### config.mk
export PLATFORM = sky130hd
export DESIGN_NAME = tqvp_uart_loader_ctrl_flat
export DESIGN_NICKNAME = d
export VERILOG_FILES = /design/src/rtl/tqvp_uart_loader_pkg.sv /design/src/rtl/tqvp_uart_loader_if.sv /design/src/rtl/tqvp_loader_stage_buf.sv /design/src/rtl/tqvp_uart_loader_ctrl.sv /design/src/flat_wrapper.sv
export SDC_FILE = /design/constraint.sdc
export NUM_CORES = 1
export LEC_CHECK = 0
export ABC_AREA = 1
export CAP_MARGIN = 20
export CORE_MARGIN = 5
export CORE_UTILIZATION = 40
export DETAILED_ROUTE_END_ITERATION = 16
export DONT_BUFFER_PORTS = 1
export GPL_TIMING_DRIVEN = 0
export SLEW_MARGIN = 10
export SYNTH_ARGS = -nofsm -noshare
export SYNTH_HDL_FRONTEND = slang
export SYNTH_SLANG_ARGS = --single-unit
### constraint.sdc
create_clock -name clk -period 5.86 [get_ports clk]
set_input_delay 0.586 -clock clk [delete_from_list [all_inputs] [get_ports clk]]
set_output_delay 0.586 -clock clk [all_outputs]
set_load 0.1 [all_outputs]
### src/rtl/tqvp_uart_loader_pkg.sv
//------------------------------------------------------------------------------
// Module   : tqvp_uart_loader_pkg
// Brief    : Shared state encoding, protocol bytes and status bit indices for
//            the UART loader controller.
// Revision : 1.0 - initial release
//------------------------------------------------------------------------------
`default_nettype none

package tqvp_uart_loader_pkg;

    typedef enum logic [2:0] {
        IDLE   = 3'd0,
        HDR    = 3'd1,
        DATA   = 3'd2,
        CKSUM  = 3'd3,
        COMMIT = 3'd4,
        RESP   = 3'd5
    } loader_state_e;

    localparam logic [7:0] SYNC_BYTE = 8'hA5;
    localparam logic [7:0] ACK_BYTE  = 8'h06;
    localparam logic [7:0] NAK_BYTE  = 8'h15;

    localparam int STAT_BUSY       = 0;
    localparam int STAT_OK         = 1;
    localparam int STAT_CKSUM_ERR  = 2;
    localparam int STAT_TIMEOUT    = 3;
    localparam int STAT_COUNT_LSB  = 4;

endpackage

`default_nettype wire

### src/rtl/tqvp_uart_loader_if.sv
//------------------------------------------------------------------------------
// Module   : tqvp_uart_loader_if
// Brief    : UART rx/tx handshake and instruction-store write port bundle.
// Revision : 1.0 - initial release
//------------------------------------------------------------------------------
`default_nettype none

interface tqvp_uart_loader_if;
    logic       rx_rdy;
    logic [7:0] rx_data;
    logic       rx_rdy_clr;
    logic       tx_busy;
    logic       tx_wr_en;
    logic [7:0] tx_data;
    logic       mem_we;
    logic [3:0] mem_addr;
    logic [7:0] mem_wdata;

    modport master (
        input  rx_rdy, rx_data, tx_busy,
        output rx_rdy_clr, tx_wr_en, tx_data, mem_we, mem_addr, mem_wdata
    );

    modport slave (
        output rx_rdy, rx_data, tx_busy,
        input  rx_rdy_clr, tx_wr_en, tx_data, mem_we, mem_addr, mem_wdata
    );
endinterface

`default_nettype wire

### src/rtl/tqvp_loader_stage_buf.sv
//------------------------------------------------------------------------------
// Module   : tqvp_loader_stage_buf
// Brief    : 16x8 staging buffer, synchronous write, asynchronous read.
// Revision : 1.0 - initial release
//------------------------------------------------------------------------------
`default_nettype none

module tqvp_loader_stage_buf (
    input  wire logic       clk,
    input  wire logic       i_we,
    input  wire logic [3:0] i_waddr,
    input  wire logic [7:0] i_wdata,
    input  wire logic [3:0] i_raddr,
    output logic      [7:0] o_rdata
);

    logic [7:0] r_mem [16];

    always_ff @(posedge clk) begin
        if (i_we) begin
            r_mem[i_waddr] <= i_wdata;
        end
    end

    assign o_rdata = r_mem[i_raddr];

endmodule

`default_nettype wire

### src/rtl/tqvp_uart_loader_ctrl.sv
//------------------------------------------------------------------------------
// Module   : tqvp_uart_loader_ctrl
// Brief    : Parses framed UART load commands, stages and commits payloads to
//            the instruction store, answers ACK/NAK. Optional checksum byte is
//            enabled by defining UART_LOADER_CKSUM_EN.
// Revision : 1.0 - initial release
//------------------------------------------------------------------------------
`default_nettype none

module tqvp_uart_loader_ctrl
    import tqvp_uart_loader_pkg::*;
#(
    parameter logic [15:0] TIMEOUT_CYCLES = 16'd6400
) (
    input  wire logic          clk,
    input  wire logic          rst_n,
    input  wire logic          enable,
    input  wire logic          status_clr,
    tqvp_uart_loader_if.master bus,
    output logic               done,
    output logic [7:0]         status
);

    loader_state_e r_state;
    loader_state_e w_state_nxt;

    logic        r_rx_rdy_clr;
    logic [3:0]  r_start;
    logic [3:0]  r_len_m1;
    logic [3:0]  r_idx;
    logic [15:0] r_to_cnt;
    logic [7:0]  r_tx_data;
    logic        r_ok;
    logic        r_to_err;
    logic [3:0]  r_count;

    logic        w_in_frame;
    logic        w_consume;
    logic        w_to_expired;
    logic        w_commit_last;
    logic        w_timeout_hit;
    logic        w_cksum_bad;
    logic        w_cksum_err;
    logic        w_mem_we;
    logic        w_tx_wr_en;
    logic        w_buf_we;
    logic [7:0]  w_buf_rdata;
    logic [7:0]  w_status;

`ifdef UART_LOADER_CKSUM_EN
    logic [7:0]  r_xor;
    logic        r_cksum_err;
    assign w_cksum_err = r_cksum_err;
`else
    assign w_cksum_err = 1'b0;
`endif

    assign w_in_frame   = (r_state == HDR) || (r_state == DATA) || (r_state == CKSUM);
    // Bytes are only taken while parsing; anything arriving in COMMIT/RESP waits in the UART.
    assign w_consume    = bus.rx_rdy && !r_rx_rdy_clr && ((r_state == IDLE) || w_in_frame);
    assign w_to_expired = (TIMEOUT_CYCLES != 16'd0) && (r_to_cnt == TIMEOUT_CYCLES);

    always_ff @(posedge clk or negedge rst_n) begin
        if (!rst_n) begin
            r_state <= IDLE;
        end else begin
            r_state <= w_state_nxt;
        end
    end

    always_comb begin
        w_state_nxt   = r_state;
        w_commit_last = 1'b0;
        w_timeout_hit = 1'b0;
        w_cksum_bad   = 1'b0;
        if (!enable) begin
            w_state_nxt = IDLE;
        end else begin
            case (r_state)
                IDLE: begin
                    if (w_consume && (bus.rx_data == SYNC_BYTE)) begin
                        w_state_nxt = HDR;
                    end
                end
                HDR: begin
                    if (w_consume) begin
                        w_state_nxt = DATA;
                    end else if (w_to_expired) begin
                        w_state_nxt   = RESP;
                        w_timeout_hit = 1'b1;
                    end
                end
                DATA: begin
                    if (w_consume) begin
                        if (r_idx == r_len_m1) begin
`ifdef UART_LOADER_CKSUM_EN
                            w_state_nxt = CKSUM;
`else
                            w_state_nxt = COMMIT;
`endif
                        end
                    end else if (w_to_expired) begin
                        w_state_nxt   = RESP;
                        w_timeout_hit = 1'b1;
                    end
                end
`ifdef UART_LOADER_CKSUM_EN
                CKSUM: begin
                    if (w_consume) begin
                        if (bus.rx_data == r_xor) begin
                            w_state_nxt = COMMIT;
                        end else begin
                            w_state_nxt = RESP;
                            w_cksum_bad = 1'b1;
                        end
                    end else if (w_to_expired) begin
                        w_state_nxt   = RESP;
                        w_timeout_hit = 1'b1;
                    end
                end
`endif
                COMMIT: begin
                    if (r_idx == r_len_m1) begin
                        w_state_nxt   = RESP;
                        w_commit_last = 1'b1;
                    end
                end
                RESP: begin
                    if (!bus.tx_busy) begin
                        w_state_nxt = IDLE;
                    end
                end
                default: w_state_nxt = IDLE;
            endcase
        end
    end

    always_ff @(posedge clk or negedge rst_n) begin
        if (!rst_n) begin
            r_rx_rdy_clr <= 1'b0;
            r_start      <= 4'h0;
            r_len_m1     <= 4'h0;
            r_idx        <= 4'h0;
            r_to_cnt     <= 16'h0000;
            r_tx_data    <= 8'h00;
            r_ok         <= 1'b0;
            r_to_err     <= 1'b0;
            r_count      <= 4'h0;
        end else begin
            r_rx_rdy_clr <= w_consume;

            if (w_consume || !w_in_frame) begin
                r_to_cnt <= 16'h0000;
            end else if (r_to_cnt != 16'hFFFF) begin
                r_to_cnt <= r_to_cnt + 16'd1;
            end

            if ((r_state == HDR) && w_consume) begin
                r_start  <= bus.rx_data[7:4];
                r_len_m1 <= bus.rx_data[3:0];
            end

            // The same index walks the staging buffer while filling and while committing.
            if (r_state != w_state_nxt) begin
                r_idx <= 4'h0;
            end else if (((r_state == DATA) && w_consume) || (r_state == COMMIT)) begin
                r_idx <= r_idx + 4'd1;
            end

            if (w_commit_last) begin
                r_ok      <= 1'b1;
                r_count   <= r_count + 4'd1;
                r_tx_data <= ACK_BYTE;
            end else if (w_timeout_hit || w_cksum_bad) begin
                r_ok      <= 1'b0;
                r_tx_data <= NAK_BYTE;
            end

            // A fresh error outranks a simultaneous clear.
            r_to_err <= w_timeout_hit | (r_to_err & ~status_clr);
        end
    end

`ifdef UART_LOADER_CKSUM_EN
    always_ff @(posedge clk or negedge rst_n) begin
        if (!rst_n) begin
            r_xor       <= 8'h00;
            r_cksum_err <= 1'b0;
        end else begin
            if ((r_state == HDR) && w_consume) begin
                r_xor <= bus.rx_data;
            end else if ((r_state == DATA) && w_consume) begin
                r_xor <= r_xor ^ bus.rx_data;
            end
            r_cksum_err <= w_cksum_bad | (r_cksum_err & ~status_clr);
        end
    end
`endif

    assign w_buf_we = (r_state == DATA) && w_consume;

    tqvp_loader_stage_buf u_stage_buf (
        .clk     (clk),
        .i_we    (w_buf_we),
        .i_waddr (r_idx),
        .i_wdata (bus.rx_data),
        .i_raddr (r_idx),
        .o_rdata (w_buf_rdata)
    );

    assign w_mem_we   = enable && (r_state == COMMIT);
    assign w_tx_wr_en = enable && (r_state == RESP) && !bus.tx_busy;

    assign bus.rx_rdy_clr = r_rx_rdy_clr;
    assign bus.mem_we     = w_mem_we;
    assign bus.mem_addr   = w_mem_we ? (r_start + r_idx) : 4'h0;
    assign bus.mem_wdata  = w_mem_we ? w_buf_rdata : 8'h00;
    assign bus.tx_wr_en   = w_tx_wr_en;
    assign bus.tx_data    = r_tx_data;
    assign done           = w_tx_wr_en && (r_tx_data == ACK_BYTE);

    always_comb begin
        w_status                           = 8'h00;
        w_status[STAT_BUSY]                = (r_state != IDLE);
        w_status[STAT_OK]                  = r_ok;
        w_status[STAT_CKSUM_ERR]           = w_cksum_err;
        w_status[STAT_TIMEOUT]             = r_to_err;
        w_status[STAT_COUNT_LSB +: 4]      = r_count;
    end

    assign status = w_status;

endmodule

`default_nettype wire

### src/flat_wrapper.sv
// flat-port wrapper written by rule: the top's interface ports become plain ports
module tqvp_uart_loader_ctrl_flat import tqvp_uart_loader_pkg::*;
#(
    parameter logic [15:0] TIMEOUT_CYCLES = 16'd6400
)
  (clk, rst_n, enable, status_clr, done, status, bus_rx_rdy, bus_rx_data, bus_tx_busy, bus_rx_rdy_clr, bus_tx_wr_en, bus_tx_data, bus_mem_we, bus_mem_addr, bus_mem_wdata);
  tqvp_uart_loader_if bus_i ();
  input  wire logic clk;
  input  wire logic rst_n;
  input  wire logic enable;
  input  wire logic status_clr;
  output logic done;
  output logic [7:0] status;
  input wire logic [$bits(bus_i.rx_rdy)-1:0] bus_rx_rdy;
  input wire logic [$bits(bus_i.rx_data)-1:0] bus_rx_data;
  input wire logic [$bits(bus_i.tx_busy)-1:0] bus_tx_busy;
  output wire logic [$bits(bus_i.rx_rdy_clr)-1:0] bus_rx_rdy_clr;
  output wire logic [$bits(bus_i.tx_wr_en)-1:0] bus_tx_wr_en;
  output wire logic [$bits(bus_i.tx_data)-1:0] bus_tx_data;
  output wire logic [$bits(bus_i.mem_we)-1:0] bus_mem_we;
  output wire logic [$bits(bus_i.mem_addr)-1:0] bus_mem_addr;
  output wire logic [$bits(bus_i.mem_wdata)-1:0] bus_mem_wdata;
  assign bus_i.rx_rdy = bus_rx_rdy;
  assign bus_i.rx_data = bus_rx_data;
  assign bus_i.tx_busy = bus_tx_busy;
  assign bus_rx_rdy_clr = bus_i.rx_rdy_clr;
  assign bus_tx_wr_en = bus_i.tx_wr_en;
  assign bus_tx_data = bus_i.tx_data;
  assign bus_mem_we = bus_i.mem_we;
  assign bus_mem_addr = bus_i.mem_addr;
  assign bus_mem_wdata = bus_i.mem_wdata;
  tqvp_uart_loader_ctrl #(.TIMEOUT_CYCLES(TIMEOUT_CYCLES)) u_core (.clk(clk), .rst_n(rst_n), .enable(enable), .status_clr(status_clr), .bus(bus_i), .done(done), .status(status));
endmodule
# After elaboration in Yosys (flattened, before gate mapping)
# Memories as Yosys holds them, arrays and structs flattened.
# Index checks and enable logic that the tools add are counted.
op_classes:
  shifts: 0
  div_mod_pow: 0
  bitwise: 3
  add_sub_neg: 4
  magnitude_cmp: 0
  eq_ne: 11
  muxes: 28
  n_reduce_logical: 23
  n_mul: 0
op_table:
  columns: ["operator", "count"]
  rows:
  - ["16-bit two-way mux", 2]
  - ["3-bit two-way mux", 8]
  - ["8-bit two-way mux", 3]
  - ["16-bit by 1-bit adder with 16-bit output (second input constant)", 1]
  - ["16-bit by 13-bit equality test with 1-bit output (second input constant)", 1]
  - ["16-bit != test (second input constant)", 1]
  - ["3-bit case mux with 5 select lines", 1]
  - ["4-bit two-way mux", 3]
  - ["1-bit two-way mux", 11]
  - ["1-bit logical AND", 9]
  - ["4-bit by 1-bit adder with 4-bit output (second input constant)", 2]
  - ["8-bit by 3-bit equality test with 1-bit output (second input constant)", 1]
  - ["8-bit equality test (second input constant)", 1]
  - ["3-bit by 2-bit equality test with 1-bit output (second input constant)", 2]
  - ["3-bit equality test (second input constant)", 2]
  - ["2-bit nonzero test", 3]
  - ["1-bit logical OR", 5]
  - ["4-bit adder", 1]
  - ["4-bit equality test", 1]
  - ["3-bit by 1-bit equality test with 1-bit output (second input constant)", 1]
  - ["1-bit zero test", 3]
  - ["3-bit zero test", 1]
  - ["3-bit != test", 1]
  - ["3-bit nonzero test", 1]
  - ["4 further kinds", 4]
word_totals:
  memories: 1
  romBits: 0
  out_inout_bits: 32
  register_bits: 46
  elab_cells: 80
  latchBits: 0
  ram_bits: 128
mem_list:
  columns: ["name", "words", "width", "rd", "rd_ports_with_merged_regs", "wr", "line", "rtl"]
  rows:
  - ["u_core.u_stage_buf.r_mem", 16, 8, 1, 0, 1, "tqvp_loader_stage_buf.sv:17", "logic [7:0] r_mem [16];"]

# Depth between registers and ports, before layout
# Gate-level depths: netlist (run 1).
depth:
  depth_word: 11
  mapped_depth: 14
  ltp_nobuf: 14

# Cells and area by module
# A second synthesis (run 1) with hierarchy kept.
unflattened:
  cells_unflattened: 896
  area_unflattened_um2: 8200.4
modules_own_cells:
  columns: ["mod", "n_inst", "seq_area_each_um2", "cells_per_inst", "area_each_um2"]
  rows:
  - ["tqvp_loader_stage_buf", 1, 3843.7, 543, 5606.6]
  - ["tqvp_uart_loader_ctrl", 1, 1001.0, 353, 2593.7]

# Worst setup path before layout (run 1)
# Ideal clock, no wire load.
synth_path:
  path_type: "reg2out"
  from: "reg u_core.r_tx_data[2] (netlist: u_core.bus.tx_data[2])"
  to: "out done"
  slack_ns: 1.310
  stages_incl_launch_ff: 3
  required_time_ns: 5.274
  t_arrival_ns: 3.964
  path_buffers: 0
  cell_sequence: "dfrtp_1 nand3_1 nor4_1"
synth_between:
  elab_chain_len: 2
synth_rtl:
  columns: ["element", "line", "rtl"]
  rows:
  - ["start, declared", "tqvp_uart_loader_ctrl.sv:32", "logic [7:0] r_tx_data;"]
  - ["start signal, assigned", "tqvp_uart_loader_ctrl.sv:145", "r_tx_data <= 8'h00;"]
  - ["start signal, assigned", "tqvp_uart_loader_ctrl.sv:173", "r_tx_data <= ACK_BYTE;"]
  - ["start signal, assigned", "tqvp_uart_loader_ctrl.sv:176", "r_tx_data <= NAK_BYTE;"]
  - ["8-bit by 3-bit equality test with 1-bit output", "tqvp_uart_loader_ctrl.sv:220", "assign done = w_tx_wr_en && (r_tx_data == ACK_BYTE);"]
  - ["1-bit logical AND", "tqvp_uart_loader_ctrl.sv:220", null]
  - ["end, declared", "flat_wrapper.sv:12", "output logic done;"]
# Every way passes these cells.

# Worst setup path in the final report (run 1)
layout_path:
  from: "reg u_core.r_state[1]"
  to: "out bus_mem_addr[1]"
layout_between:
  elab_chain_len: 3
layout_rtl:
  columns: ["element", "line", "rtl"]
  rows:
  - ["start, declared", "tqvp_uart_loader_ctrl.sv:24", "loader_state_e r_state;"]
  - ["start signal, assigned", "tqvp_uart_loader_ctrl.sv:67", "r_state <= w_state_nxt;"]
  - ["3-bit equality test", "tqvp_uart_loader_ctrl.sv:211", "assign w_mem_we = enable && (r_state == COMMIT);"]
  - ["1-bit logical AND", "tqvp_uart_loader_ctrl.sv:211", null]
  - ["net bus_mem_we", "flat_wrapper.sv:20", "output wire logic [$bits(bus_i.mem_we)-1:0] bus_mem_we;"]
  - ["4-bit two-way mux", "tqvp_uart_loader_ctrl.sv:216", "assign bus.mem_addr = w_mem_we ? (r_start + r_idx) : 4'h0;"]
  - ["end, declared", "flat_wrapper.sv:21", "output wire logic [$bits(bus_i.mem_addr)-1:0] bus_mem_addr;"]
# The timed path passes the listed nets, and every way through them passes these cells.

==> out/metrics.yaml, run 1 <==
synthesis:
  synthFlopType: "edfxtp_1"
  ys_seq_area_frac: 0.6422
  syn_area_sq_um: 7543
  avgSynthCellArea_sq_um: 10.84
  syn_inst: 696
  ys_seq_elements: 168
  synth-edff-count: 128
  ys_warn_count: 0
  synth.lib_cells_used.distinct: 41
  async_flop_share: 0.2381
detailed_routing:
  finalWirelength_microns: 18560
  postRouteAntennaNets: 0
  wl_per_cell_microns: 19.01
  vias: 5318
  drtPass1Iterations: 5
  drt_iter0_drc: 391
  drc: 0
  drt-vias-per-instance: 5.449
setup_path:
  worstReg2RegStart: "u_core.r_idx[1]"
  cp_slowest_cell: "nor2_2"
  worstPathMaxFanout: 10
  crit_arrival_ns: 3.64
  start_kind: "flop"
  path_buf_inv: 4
  r2r_cells: 6
  cp-end-kind: "output pin"
  reg2reg_to: "u_core.u_stage_buf.r_mem[12][7]"
  worstSetupPathType: "reg2out"
  required_ns: 5.27
  worstPathCellList: "nor2_1 > inv_1 > nor2_4 > inv_2 > nor2_4 > inv_1 > clkbuf_1 > nor2_2"
  ff2ff_setup_slack_ns: 2.97
  path_delay_family: "simple AND/OR/NAND/NOR gates"
  critPathMaxStageDelay_ns: 0.98
floorplanning:
  die-area_sq_um: 21700
  initial_utilization: 0.4046
  die_y_microns: 147.3
  num_io_pins: 46
  die_w_microns: 147.3
  core_area_sq_um: 18640
  row_count: 50
finish:
  seqCellArea_sq_um: 4845
  final_cells: 976
  stdcell_area_sq_um: 8802
  nNetsFinal: 756
  n_fill_cell: 1638
  multi_input_area_sq_um: 2377
  layout-drive-gt1-share: 0.1321
  areaGrowthSynthToFinish_pct: 16.69
  utilization: 0.4721
  antennaDiodeCount: 0
sta:
  fin_crit_ns: 4.226
  drv_slew: 0
  fin_worst_skew_ns: 0.008505
  setup_viol: 0
  rsz0062_at_grt: "false"
  final.setup.tns_ns: 0
  max_slew_margin: 0.2381
  final_hold_viol_count: 0
  hold_slack_ns: 0.2521
  worst_pin_slew_ns: 1.142
  fmax_mhz: 236.6
  period_share: 0.7211
placement:
  place.gp.congestion: 0.9264
  portBuffers: 0
  dp.cells: 944
  post_dp_cell_area_sq_um: 8183
  place.detailed.hpwl_microns: 12720
hold_path:
  min_from: "bus_rx_data[0]"
  holdCritPathClass: "in2reg"
  hold_depth: 0
  whs_endpoint: "u_core.u_stage_buf.r_mem[5][0]"
power:
  leakage_nw: 3.291
  vdd_drop_max_uv: 167.4
  power_density_nw_per_um2: 306.4
clocking:
  tritoncts: "done"
  numCtsBuffers: 17
  ctsResizeCount: 0
  htree_levels: 4
  cts.path.max_buffers: 2
  clkLatencyLatePin_ns: 0.43
  cts_root_buf: "clkbuf_16"
  clock-sinks: 168
  cts_setup_buffers: 0
  clkTransAtPathRegs_ns: 0.07
grt:
  grt_first_pass_wirelength_microns: 28840
  grt_pass1_vias: 5132
  grt_max_degree: 41
  grt.total_usage: 0.1740
  antenna_found_initial: 0
  overflow: 0
outcome:
  status: "completed"
flow_run:
  drv_cap: 0
==> sequential cells by signal (all words and copies together) (netlist names) <==
register	cells
u_core.r_start	4
u_core.r_idx	4
u_core.bus.tx_data	3
u_core.r_len_m1	4
u_core.r_count	4
u_core.r_to_err	1
u_core.u_stage_buf.r_mem	128
u_core.bus.rx_rdy_clr	1
u_core.r_state	3
u_core.r_to_cnt	16
==> how the worst max path moves through the flow <==
stage / startpoint / endpoint / cells past startpoint
floorplan: u_core.bus.tx_data[2] / done / 2
global placement: u_core.bus.tx_data[2] / done / 2
detailed placement: u_core.r_state[1] / bus_mem_addr[0] / 8
CTS: u_core.r_state[1] / bus_mem_addr[0] / 8
global route: u_core.r_state[1] / bus_mem_addr[3] / 8
finish: u_core.r_state[1] / bus_mem_addr[1] / 8
==> stage by stage <==
step                      total power [mW]  worst slack (ns)
after floorplan                      1.510             1.310
after global placement               1.568             1.203
after detailed placement             1.575             2.048
final                                2.697             1.634
after global routing                 2.789             1.447
after CTS                            2.712             1.596
==> cell families (layout without fill, tap and decap cells) <==
logic type	after synthesis	in the layout	share of synthesized area
adder cells (fa/ha/maj)	11	11	0.01924
buffers and inverters	95	137	0.05540
flip-flops	168	168	0.6422
multiplexers	3	3	0.004478
other	1	5	0.0004971
AND/OR/NAND/NOR	264	264	0.1554
XOR/XNOR	15	15	0.01742
AO/OA/AOI/OAI	139	139	0.1053
==> cell usage after synthesis (5+ instances only) <==
library cell	instances	area share
a21oi_1	7	0.0046
a41oi_1	8	0.0093
buf_2	7	0.0046
buf_4	10	0.010
clkbuf_1	17	0.0085
dfrtp_1	40	0.13
edfxtp_1	128	0.51
ha_1	10	0.017
inv_1	52	0.026
nand2_1	74	0.037
nand3_1	30	0.020
nand4_1	6	0.0050
nor2_1	124	0.062
nor2_2	5	0.0041
nor3_1	7	0.0046
o21ai_0	82	0.054
o22ai_1	32	0.027
xor2_1	14	0.016
==> worst register-to-register path, delay by kind of cell, from the launching register on <==
family                   cells  cell delay, ns
AND/OR/NAND/NOR              2            0.93
buffers and inverters        3            0.87
adder cells (fa/ha/maj)      1            0.26
flip-flops                   1            0.44
==> metal layers <==
metal / track usage / share of wire / wire length, microns
met1: 0.2377 / 0.43 / 8060
met2: 0.2740 / 0.47 / 8739
met3: 0.05429 / 0.083 / 1544
met4: 0.04054 / 0.011 / 211
met5: 0 / 0 / 0
==> placed cells by master, fill, tap and decap left out, types with 3 or more instances in the layout <==
cell and instances:
a21oi_1 7, a41oi_2 8, buf_16 8, buf_2 7, buf_4 10, bufinv_16 4
clkbuf_1 19, clkbuf_16 17, clkinv_1 3, clkinv_2 5, conb_1 5, dfrtp_1 40
edfxtp_1 128, ha_1 10, inv_1 52, inv_2 4, mux2_2 3, nand2_1 74
nand2_2 3, nand3_1 30, nand3_2 3, nand4_1 6, nor2_1 120, nor2_2 9
nor2_4 3, nor3_1 6, nor4_1 3, o21ai_0 82, o22ai_1 32, xor2_1 14
==> power by group <==
group	total [mW]	internal, mW	leakage, nW	switching, mW
combinational	0.228	0.0601	1.32	0.168
clock	1.14	0.702	0.290	0.435
sequential	1.33	1.29	1.68	0.0400
total	2.70	2.05	3.29	0.642
==> final cells by class <==
cell class | instances | share of cell area
Timing Repair Buffer | 12 | 0.03184
Clock buffer | 19 | 0.04918
Clock inverter | 11 | 0.01777
Tap cell | 234 | 0.03326
Sequential cell | 168 | 0.5504
Multi-Input combinational cell | 437 | 0.2701
Inverter | 58 | 0.02473
Buffer | 37 | 0.02274
==> timing repair <==
item                                    in CTS  in global routing
hold endpoints to repair                    40                  0
endpoints found under the setup margin       0                  0
hold buffers                                 2                  0
Note: power is estimated with default switching activity, not from simulation.
==> inputs of run 2 (changes only) <==
clock period = 4 ns   (was 5.86 ns; I/O delays follow)
==> out/metrics.yaml, run 2 (synthesis gave the netlist of run 1 again) <==
sta:
  drv_slew: 0
  fin_worst_skew_ns: 0.007356
  hold_slack_ns: 0.06830
  period_share: 1.018
  worst_slack_ns: -0.07128
  worst_pin_slew_ns: 1.133
  max_slew_margin: 0.2437
  final_hold_viol_count: 0
  fmax_mhz: 245.6
  rsz0062_at_grt: "true"
  setup_viol: 4
  fin_crit_ns: 4.071
detailed_routing:
  finalWirelength_microns: 18620
  drc: 0
  drtPass1Iterations: 5
  drt-vias-per-instance: 5.395
  vias: 5276
  wl_per_cell_microns: 19.04
  drt_iter0_drc: 492
  postRouteAntennaNets: 0
floorplanning:
  die_w_microns: 147.3
  num_io_pins: 46
  die-area_sq_um: 21700
  initial_utilization: 0.4046
  die_y_microns: 147.3
  core_area_sq_um: 18640
  row_count: 50
power:
  leakage_nw: 3.276
  power_density_nw_per_um2: 437.9
  power_frac_clock: 0.406
  p_seq_frac: 0.508
  vdd_drop_max_uv: 281.4
  p_sw_frac: 0.2493
  p_int_mw: 2.887
  switching_power_mw: 0.9590
  p_comb_frac: 0.087
clocking:
  clock-sinks: 168
  numCtsBuffers: 17
  cts_root_buf: "clkbuf_16"
  htree_levels: 4
  clkTransAtPathRegs_ns: 0.06
  tritoncts: "done"
  cts.path.max_buffers: 2
  clkLatencyLatePin_ns: 0.42
grt:
  grt_pass1_vias: 5232
  grt_first_pass_wirelength_microns: 29050
  overflow: 0
  antenna_found_initial: 0
  grt_max_degree: 41
  grt.total_usage: 0.1748
finish:
  final_cell_mix: "edfxtp_1 (128), nor2_1 (120), o21ai_0 (82), nand2_1 (74), inv_1 (52)"
  top_register: "u_core.u_stage_buf.r_mem"
  final_common_cell: "edfxtp_1"
  reg.largest.list: "u_core.u_stage_buf.r_mem (128), u_core.r_to_cnt (16)"
  layout-drive-gt1-share: 0.1344
  nNetsFinal: 756
  areaGrowthSynthToFinish_pct: 16.44
  largest_reg_flops: 128
  antennaDiodeCount: 0
  n_fill_cell: 1670
outcome:
  violations: "setup timing"
  status: "finished, violations left"
setup_path:
  crit_arrival_ns: 3.67
  worstPathMaxFanout: 10
  cp-end-kind: "output pin"
  required_ns: 3.60
  worstSetupPathType: "reg2out"
  start_kind: "flop"
placement:
  portBuffers: 0
  preCtsSetupSlack_ns: 0.3548
  place.gp.congestion: 0.9080
  place.detailed.hpwl_microns: 12590
flow_run:
  drv_cap: 0
hold_path:
  holdCritPathClass: "in2reg"
==> run 2: cell types whose count changed in the layout (fill, tap and decap cells not counted) <==
| cell | delta |
|---|---|
| bufinv_16 | -2 |
| clkbuf_1 | -2 |
| clkinv_1 | +2 |
| clkinv_4 | +2 |
| clkinvlp_4 | +2 |
| nor4_2 | -1 |
| nor4_4 | +1 |
==> run 2: path summary, 6_finish.rpt <==
check	from	end	slack, ns	cells after the start
hold reg to reg	u_core.r_len_m1[2]	u_core.r_len_m1[2]	0.51	2
hold / removal	status_clr	u_core.r_to_err	0.07	1
min in group asynchronous	rst_n	u_core.r_count[0]	0.44	2
max in group asynchronous	rst_n	u_core.r_idx[0]	3.35	2
setup reg to reg	u_core.r_idx[1]	u_core.u_stage_buf.r_mem[12][4]	1.19	6
setup / recovery	u_core.r_state[1]	bus_mem_addr[3]	-0.07	8
==> run 2: power by group through the flow <==
| stage | clock network (mW) | registers [mW] | logic (mW) |
|---|---|---|---|
| after floorplan | 0 | 1.98 | 0.231 |
| after global placement | 0 | 1.99 | 0.310 |
| after detailed placement | 0 | 1.99 | 0.319 |
| after CTS | 1.58 | 1.95 | 0.332 |
| after global routing | 1.66 | 1.95 | 0.360 |
| final | 1.56 | 1.95 | 0.333 |
==> run 2: per-layer routing <==
metal / share of wire / global-route usage / up-vias
met2: 0.48 / 0.2813 / 188
met3: 0.072 / 0.04627 / 22
met5: 0 / 0 / -
met1: 0.44 / 0.2367 / 2584
met4: 0.015 / 0.04567 / 0
li1: - / - / 2482
==> run 2: layout make-up <==
cell class,count,area (sq um),share of cell area
Clock inverter,15,136.4,0.01553
Clock buffer,17,425.4,0.04843
Timing Repair Buffer,12,280.3,0.03191
Inverter,58,217.7,0.02479
Tap cell,234,292.8,0.03333
Buffer,37,200.2,0.02279
Sequential cell,168,4845,0.5516
Multi-Input combinational cell,437,2386,0.2717
==> run 2: timing repair <==
item | in CTS | in global routing
gates cloned | 0 | 0
endpoints found under the setup margin | 4 | 4
buffers inserted | 0 | 0
endpoints found under the hold margin | 40 | 0
hold buffers | 2 | 0
resized for setup | 0 | 0
==> run 2: per-stage QoR <==
step	cells	power [mW]	cell area, sq um	TNS (ns)	utilization
3_5_place_dp	944	2.307	8192	0	0.4394
3_3_place_gp	934	2.298	7858	-1.454	0.4215
2_1_floorplan	700	2.213	7565	0	-
4_1_cts	978	3.865	8783	-0.3783	0.4711
6_report	978	3.846	8783	-0.2451	0.4711
5_1_grt	978	3.969	8783	-0.8982	0.4711
==> run 2: critical path: stages (launching register included) <==
cell	delay, ns
dfrtp_1	0.44
nor2_1	0.23
inv_1	0.12
nor2_4	0.13
inv_2	0.07
nor2_4	0.57
inv_1	0.31
clkbuf_1	0.40
nor2_2	0.97
==> inputs of run 3 (changes only) <==
CORE_MARGIN = 1.5   (was 5)
==> out/metrics.yaml, run 3 (synthesis gave the netlist of run 1 again) <==
outcome:
  status: "finished, violations left"
  violations: "setup timing"
grt:
  grt_max_degree: 41
  grt_first_pass_wirelength_microns: 29270
  grt.total_usage: 0.1958
  overflow: 0
  antenna_found_initial: 0
  grt_pass1_vias: 5355
clocking:
  tritoncts: "done"
  clkTransAtPathRegs_ns: 0.07
  cts.path.max_buffers: 2
  htree_levels: 4
  cts_root_buf: "clkbuf_16"
  numCtsBuffers: 17
  clock-sinks: 168
  cts_setup_buffers: 0
  clkLatencyLatePin_ns: 0.43
hold_path:
  min_from: "bus_rx_data[2]"
  whs_endpoint: "u_core.u_stage_buf.r_mem[13][2]"
  holdCritPathClass: "in2reg"
  hold_depth: 0
sta:
  setup_viol: 3
  rsz0062_at_grt: "true"
  fmax_mhz: 239.8
  fin_crit_ns: 4.170
  hold_slack_ns: 0.06172
  fin_worst_skew_ns: 0.008749
  period_share: 1.042
  drv_slew: 0
  final_hold_viol_count: 0
  worst_pin_slew_ns: 1.078
  final.setup.tns_ns: -0.4716
  max_slew_margin: 0.2802
  worst_slack_ns: -0.1700
setup_path:
  ff2ff_setup_slack_ns: 1.28
  worstPathMaxFanout: 10
  start_kind: "flop"
  worstPathCellList: "nor2_1 > inv_1 > nor2_4 > inv_2 > nor2_4 > inv_1 > clkbuf_1 > nor2_2"
  reg2reg_to: "u_core.u_stage_buf.r_mem[15][3]"
  cp-end-kind: "output pin"
  path_delay_family: "simple AND/OR/NAND/NOR gates"
  worstSetupPathType: "reg2out"
  cp_slowest_cell: "nor2_2"
  r2r_cells: 5
  worstReg2RegStart: "u_core.bus.rx_rdy_clr"
  required_ns: 3.60
  critPathMaxStageDelay_ns: 0.96
  path_buf_inv: 4
  crit_arrival_ns: 3.77
detailed_routing:
  drt_iter0_drc: 548
  finalWirelength_microns: 18490
  drt-vias-per-instance: 5.443
  wl_per_cell_microns: 18.91
  drc: 0
  vias: 5323
  postRouteAntennaNets: 0
  drtPass1Iterations: 7
floorplanning:
  row_count: 50
  core_area_sq_um: 18580
  num_io_pins: 46
  die-area_sq_um: 19690
  die_y_microns: 140.3
  die_w_microns: 140.3
  initial_utilization: 0.4060
power:
  vdd_drop_max_uv: 271.2
  p_seq_frac: 0.483
  power_frac_clock: 0.434
  leakage_nw: 3.319
  p_int_mw: 3.015
  p_comb_frac: 0.082
  p_sw_frac: 0.2533
  power_density_nw_per_um2: 455.8
  switching_power_mw: 1.023
finish:
  final_cell_mix: "edfxtp_1 (128), nor2_1 (120), o21ai_0 (82), nand2_1 (74), inv_1 (52)"
  reg.largest.list: "u_core.u_stage_buf.r_mem (128), u_core.r_to_cnt (16)"
  final_common_cell: "edfxtp_1"
  top_register: "u_core.u_stage_buf.r_mem"
  final_cells: 978
  largest_reg_flops: 128
  areaGrowthSynthToFinish_pct: 17.43
  antennaDiodeCount: 0
  stdcell_area_sq_um: 8859
  layout-drive-gt1-share: 0.1384
  nNetsFinal: 756
flow_run:
  drv_cap: 0
placement:
  place.gp.congestion: 0.9698
  post_dp_cell_area_sq_um: 8192
  portBuffers: 0
  dp.cells: 944
  place.detailed.hpwl_microns: 12530
[run 3: worst max path at each step]
| stage | startpoint | to | slack [ns] | cells past startpoint |
|---|---|---|---|---|
| 2_1_floorplan | u_core.r_state[1] | bus_mem_wdata[1] | 0.30 | 8 |
| 3_3_place_gp | u_core.r_state[1] | bus_mem_wdata[6] | -0.34 | 8 |
| 3_5_place_dp | u_core.r_state[1] | bus_mem_addr[2] | 0.29 | 8 |
| 4_1_cts | u_core.r_state[1] | bus_mem_addr[3] | -0.17 | 8 |
| 5_1_grt | u_core.r_state[1] | bus_mem_addr[3] | -0.27 | 8 |
| 6_report | u_core.r_state[1] | bus_mem_addr[3] | -0.17 | 8 |
[run 3: layer usage]
metal / track usage / wire length [microns] / vias to the layer above
li1: - / - / 2486
met1: 0.2532 / 7863 / 2581
met2: 0.3093 / 8525 / 217
met3: 0.05846 / 1541 / 39
met4: 0.07922 / 562 / 0
met5: 0 / 0 / -
[run 3: power groups by stage]
| stage | Clock (mW) | Sequential, mW | Combinational, mW |
|---|---|---|---|
| finish | 1.75 | 1.95 | 0.333 |
| global route | 1.85 | 1.95 | 0.363 |
| CTS | 1.77 | 1.95 | 0.329 |
| detailed placement | 0 | 1.99 | 0.313 |
| global placement | 0 | 1.99 | 0.305 |
| floorplan | 0 | 1.98 | 0.231 |
[run 3: worst register-to-register path, stage by stage (launching register included)]
cell and delay (ns):
dfrtp_1 0.74, inv_1 0.19, nand2_1 0.15, nor2_1 0.34
nand2_1 0.25, nor2_1 0.67
[run 3: metrics by stage]
step	util	total power, mW	worst slack [ns]
global route	0.4768	4.161	-0.2720
floorplan	-	2.213	0.2972
CTS	0.4768	4.048	-0.1669
global placement	0.4229	2.293	-0.3350
finish	0.4768	4.038	-0.1700
detailed placement	0.4409	2.302	0.2890
[run 3: final cells by class]
cell class / instances / area (sq um)
buffer: 37 / 200.2
clock buffer: 19 / 452.9
clock inverter: 13 / 178.9
fill: 1624 / 9722
inverter: 58 / 217.7
multi-input combinational: 437 / 2391
sequential: 168 / 4845
tap: 234 / 292.8
timing repair buffer: 12 / 280.3
[run 3: repair_timing]
item	4_1_cts	5_1_grt
endpoints found under the setup margin	4	3
pin swaps	0	0
hold buffers	2	0
gates resized for setup	1	0
hold endpoints to repair	40	0
